`src/rtl/cdb_arbiter.sv`:
```
// rtl/cdb_arbiter.sv - two-source result FIFOs drained round-robin onto one registered CDB broadcast
// Optional macro CDB_BYPASS_EN: an empty source's incoming result may win the bus directly (1-cycle latency).
`timescale 1ns/1ps
module cdb_arbiter #(
  parameter int QDEPTH = 4,
  parameter int QBW    = 2
) (
  input  logic        clk,
  input  logic        rst,
  input  logic        rdy,
  input  logic        jump_wrong_stall,
  input  logic        ex_flag,
  input  logic [31:0] ex_rob_id,
  input  logic [31:0] ex_val,
  output logic        ex_nex_ava,
  input  logic        ld_flag,
  input  logic [31:0] ld_rob_id,
  input  logic [31:0] ld_val,
  output logic        ld_nex_ava,
  output logic        cdb_flag,
  output logic [31:0] cdb_rob_id,
  output logic [31:0] cdb_val,
  output logic        cdb_src
);
  localparam logic [QBW:0] FULL_CNT = (QBW+1)'(QDEPTH);
  localparam logic [QBW:0] MAX_AVA  = (QBW+1)'(QDEPTH - 1);

  // index 0 = ex, index 1 = ld throughout
  logic [31:0]    rob_mem [2][QDEPTH];
  logic [31:0]    val_mem [2][QDEPTH];
  logic [QBW-1:0] head [2];
  logic [QBW-1:0] tail [2];
  logic [QBW:0]   count [2];
  logic [QBW:0]   count_next [2];
  logic           last_grant;

  logic           run;
  logic           grant_ex, grant_ld;
  logic [1:0]     in_flag, nonempty, full, byp_cand, req, pop, bypass, wr;
  logic [31:0]    in_rob [2];
  logic [31:0]    in_val [2];
  logic [31:0]    win_rob, win_val;

  assign run = rdy && !jump_wrong_stall;

  always_comb begin
    in_flag   = {ld_flag, ex_flag};
    in_rob[0] = ex_rob_id;
    in_rob[1] = ld_rob_id;
    in_val[0] = ex_val;
    in_val[1] = ld_val;
    for (int s = 0; s < 2; s++) begin
      nonempty[s] = count[s] != '0;
      full[s]     = count[s] == FULL_CNT;
`ifdef CDB_BYPASS_EN
      byp_cand[s] = !nonempty[s] && in_flag[s];
`else
      byp_cand[s] = 1'b0;
`endif
      req[s] = nonempty[s] || byp_cand[s];
    end
    grant_ex = req[0] && (!req[1] || last_grant);
    grant_ld = req[1] && !grant_ex;
    pop[0]    = run && grant_ex && nonempty[0];
    pop[1]    = run && grant_ld && nonempty[1];
    bypass[0] = run && grant_ex && byp_cand[0];
    bypass[1] = run && grant_ld && byp_cand[1];
    for (int s = 0; s < 2; s++) begin
      wr[s] = run && in_flag[s] && !full[s] && !bypass[s];
      count_next[s] = jump_wrong_stall ? '0
                    : count[s] + (QBW+1)'(wr[s]) - (QBW+1)'(pop[s]);
    end
    if (grant_ld) begin
      win_rob = byp_cand[1] ? in_rob[1] : rob_mem[1][head[1]];
      win_val = byp_cand[1] ? in_val[1] : val_mem[1][head[1]];
    end else begin
      win_rob = byp_cand[0] ? in_rob[0] : rob_mem[0][head[0]];
      win_val = byp_cand[0] ? in_val[0] : val_mem[0][head[0]];
    end
  end

  assign ex_nex_ava = count_next[0] <= MAX_AVA;
  assign ld_nex_ava = count_next[1] <= MAX_AVA;

  always_ff @(posedge clk or negedge rst) begin
    if (!rst) begin
      for (int s = 0; s < 2; s++) begin
        head[s]  <= '0;
        tail[s]  <= '0;
        count[s] <= '0;
      end
      last_grant <= 1'b1;
      cdb_flag   <= 1'b0;
      cdb_rob_id <= '0;
      cdb_val    <= '0;
      cdb_src    <= 1'b0;
    end else if (jump_wrong_stall) begin
      for (int s = 0; s < 2; s++) begin
        head[s]  <= '0;
        tail[s]  <= '0;
        count[s] <= '0;
      end
      last_grant <= 1'b1;
      cdb_flag   <= 1'b0;
    end else if (rdy) begin
      for (int s = 0; s < 2; s++) begin
        if (wr[s])  tail[s] <= tail[s] + QBW'(1);
        if (pop[s]) head[s] <= head[s] + QBW'(1);
        count[s] <= count_next[s];
      end
      if (grant_ex || grant_ld) begin
        cdb_flag   <= 1'b1;
        cdb_rob_id <= win_rob;
        cdb_val    <= win_val;
        cdb_src    <= grant_ld;
        last_grant <= grant_ld;
      end else begin
        cdb_flag <= 1'b0;
      end
    end
  end

  always_ff @(posedge clk) begin
    for (int s = 0; s < 2; s++) begin
      if (wr[s]) begin
        rob_mem[s][tail[s]] <= in_rob[s];
        val_mem[s][tail[s]] <= in_val[s];
      end
    end
  end

  // a producer that ignored nex_ava loses its entry here
  push_into_full: assert property (@(posedge clk) disable iff (!rst) !(run && |(in_flag & full)));

endmodule

```
`config.mk`:
```
export PLATFORM = sky130hd
export DESIGN_NAME = cdb_arbiter
export DESIGN_NICKNAME = d
export VERILOG_FILES = /design/src/rtl/cdb_arbiter.sv
export SDC_FILE = /design/constraint.sdc
export NUM_CORES = 1
export LEC_CHECK = 0
export BUFFER_PORTS_ARGS = -buffer_cell sky130_fd_sc_hd__buf_2
export CAP_MARGIN = 20
export CORE_UTILIZATION = 26
export DETAILED_ROUTE_END_ITERATION = 7
export GPL_TIMING_DRIVEN = 0
export SYNTH_ARGS = -nofsm -noshare
export SYNTH_HDL_FRONTEND = slang
export SYNTH_SLANG_ARGS = --single-unit
```
`constraint.sdc`:
```
create_clock -name clk -period 9.05 [get_ports clk]
set_clock_uncertainty 0.05 [all_clocks]
set_input_delay 0.4525 -clock clk [delete_from_list [all_inputs] [get_ports clk]]
set_output_delay 0.4525 -clock clk [all_outputs]
set_load 0.05 [all_outputs]
```
==> key figures <==
Final layout
  • Nets: 1601
  • P&R area growth vs syn: 27.4%
  • Proportion of layout cells with a drive suffix above 1: 0.326
  • Design area: 28700 µm²

Place
  • IO buf count: 201
  • DP HPWL: 36800 µm
  • Weighted congestion at the end of routability-driven global placement: 0.751
  • Placed cell areas: 25200 µm²
  • Dpl ws: 5.12 ns

Route
  • Drt wl/cell: 21.5 µm
  • DR pass1 iterations: 5
  • Vias/cell: 4.36
  • Routed Antenna Nets: 0
  • Via Count: 11600
  • Post-Route WL: 57100 µm
  • Initial DRC count: 610
  • DRC Markers: 0

Outcome
  • Outcome: finished, final reports clean

Synth
  • Syn nets: 1209
  • Sequential share of the synthesized area: 0.772
  • Synth warn: 0
  • Top_reg_cell synth: edfxtp_1
  • Syn Area/Cell: 21.2 µm²
  • Synthesized area: 22500 µm²
  • Ys async rst share: 0.137
  • Synth Instances: 1061
  • Post-synth EDFFs: 512
  • Synth unique cells: 39
  • Register bit count reported by yosys: 593

Setup path
  • Reg2Reg Setup Slack: 6.17 ns
  • CP Max Fanout: 7
  • Critical Path Source Type: flip-flop
  • R2R cell count: 12
  • Reg2reg end: count[5]
  • Critical path cell sequence: nor2_1 > a21oi_1 > inv_1 > ha_1 > inv_1 > ha_1 > fa_1 > xnor2_1 > xnor2_1 > or2_2 > buf_2
  • Critical Path RT: 8.55 ns
  • CP max-delay cell: a21oi_1
  • CP arrival: 3.48 ns
  • Reg-to-reg startpoint: count[4]
  • Worst setup path start: count[1]
  • Critical path class: reg2out
  • Critical path endpoint: ld_nex_ava
  • Crit end category: output pin
  • Max stage delay on crit path: 0.54 ns

CTS
  • Reg clk slew, reported paths: 0.06 ns
  • Worst skew pair latency: 0.59 ns
  • Clk buf depth: 3
  • Num CTS Buffers: 68
  • CTS H-Tree Depth: 3
  • Clock root buffer: clkbuf_16
  • # clock sinks: 593
  • CTS resizes: 0
  • CTS tree: yes

Timing
  • TNS Setup: 0 ns
  • Fmax: 0.251 GHz
  • Final Cycle Share: 0.440
  • Worst Tran Pin Value: 0.930 ns
  • Pins Over Slew Limit: 0
  • Final setup vio count: 0
  • RSZ-0062 raised after global routing: false
  • Final WS setup: 5.06 ns
  • Worst slew margin: 0.380
  • Tmin final: 3.99 ns
  • Fin. Hold Viols: 0

Power
  • Pwr dens: 259 nW/µm²
  • Leakage: 9.57 nW
  • VDD IR max: 0.217 mV

Die
  • CORE AREA: 85500 µm²
  • Ports: 202
  • Initial Util: 0.263
  • Die area: 87900 µm²
  • Die Height: 296 µm
  • # rows: 107
  • Chip Width: 296 µm

GRT
  • Grt total ovfl: 0
  • GRT Overall Usage: 0.130
  • Largest net degree at the start of global routing: 46
  • First-pass GRT wire length: 82000 µm
  • Initial antenna violation count: 6
  • Vias in the first global route: 12500

Worst hold path
  • Worst hold path class: in2reg

Run
  • Maxcap violations: 0
## kinds of logic (layout without fill, tap and decap cells)
kind of cell / count (synthesis) / count (layout) / share of synthesized area
mux: 199 / 199 / 0.160
fa+ha+maj: 14 / 14 / 0.00844
other cells: 0 / 3 / 0
buf+inv: 65 / 512 / 0.0174
compound gates: 76 / 76 / 0.0186
simple gates: 104 / 104 / 0.0198
xor+xnor: 10 / 10 / 0.00389
flops: 593 / 593 / 0.772
## worst max-delay path, delay by kind of cell (launching register included)
kind	cells	cell delay [ns]
AND/OR/NAND/NOR	2	0.34
flip-flops	1	0.45
XOR/XNOR	2	0.33
buffers and inverters	3	0.36
adder cells (fa/ha/maj)	3	0.87
AO/OA/AOI/OAI	1	0.54
## worst min-delay path by stage
stage	endpoint	depth (start not counted)	slack [ns]	startpoint
5_1_grt	val_mem[0][185]	1	0.004	ld_val[25]
6_report	val_mem[0][42]	1	0.04	ex_val[10]
2_1_floorplan	cdb_flag	0	0.11	rst
3_3_place_gp	cdb_flag	1	0.42	cdb_flag
3_5_place_dp	cdb_flag	1	0.42	cdb_flag
4_1_cts	val_mem[0][185]	1	0.0006	ld_val[25]
## cells in the mapped netlist, types with 2 or more instances
cell	number	share of area
ha_1	12	0.0067
nand2b_1	3	0.00083
or3_1	2	0.00056
a21oi_1	66	0.015
xor2_1	5	0.0019
inv_1	12	0.0020
buf_12	7	0.0062
nor2b_1	2	0.00056
clkbuf_1	22	0.0037
and2_1	8	0.0022
dfrtp_1	80	0.089
xnor2_1	5	0.0019
mux4_2	128	0.13
mux2i_1	70	0.031
buf_2	22	0.0049
fa_1	2	0.0018
edfxtp_1	512	0.68
nand2_1	4	0.00067
nor2_1	79	0.013
## state kept, by name, summed over array words and instances, names as in the netlist
signal / flops
count: 6
val_mem: 256
rob_mem: 256
head: 4
cdb_src: 1
last_grant: 1
tail: 4
cdb_flag: 1
cdb_rob_id: 32
cdb_val: 32
## power by group
part           leakage, nW  total [W]  switching, W  internal, W
Clock                 1.15    0.00284       0.00111      0.00173
Combinational         2.87    0.00132      0.000927     0.000393
Sequential            5.54    0.00327      0.000106      0.00316
Total                 9.57    0.00742       0.00214      0.00528
## placed cells by master, fill, tap and decap left out, types with 2 or more instances in the layout
| cell type | instances |
|---|---|
| edfxtp_1 | 512 |
| buf_2 | 222 |
| mux4_2 | 128 |
| dlygate4sd3_1 | 112 |
| dfrtp_1 | 80 |
| nor2_1 | 79 |
| mux2i_1 | 70 |
| clkbuf_16 | 70 |
| a21oi_1 | 66 |
| clkbuf_1 | 30 |
| clkinv_2 | 13 |
| inv_1 | 12 |
| ha_1 | 12 |
| clkbuf_8 | 9 |
| buf_16 | 9 |
| and2_4 | 8 |
| bufinv_16 | 8 |
| buf_12 | 7 |
| clkinv_1 | 6 |
| xnor2_1 | 5 |
| xor2_1 | 5 |
| nand2_1 | 4 |
| clkinvlp_4 | 4 |
| diode_2 | 3 |
| nand2b_1 | 3 |
| nor2b_1 | 2 |
| or3_1 | 2 |
| fa_1 | 2 |
| inv_6 | 2 |
| clkinv_4 | 2 |
## area by class of cell
type                    instances  area [µm²]
plain buffers                  53         348
inverters                      12        45.0
fillers                      8067       56800
clock buffers                  87        1910
multi-input cells             403        4760
clock inverters                38         440
well taps                    1144        1430
repair buffers                322        2380
flip-flops and latches        593       17400
diodes                          3        7.51
## layer usage
metal	track usage	up-vias	share of wire
met5	0	-	0.00072
met4	0.0392	6	0.019
li1	-	5085	-
met1	0.164	6153	0.43
met2	0.221	245	0.50
met3	0.0313	77	0.050
## timing repair
item	in CTS	in global routing
setup buffers	0	0
setup endpoints to repair	0	0
hold buffers	112	0
hold endpoints to repair	461	0
## stage by stage
stage / utilization / std cells / total power (W) / hold WS [ns]
CTS: 0.336 / 2652 / 0.00752 / 0.000616
detailed placement: 0.295 / 2415 / 0.00462 / 0.417
floorplan: - / 1061 / 0.00421 / 0.107
global route: 0.336 / 2654 / 0.00771 / 0.00430
finish: 0.336 / 2655 / 0.00742 / 0.0428
global placement: 0.292 / 2406 / 0.00459 / 0.418
Note: power is estimated with default switching activity, not from simulation.
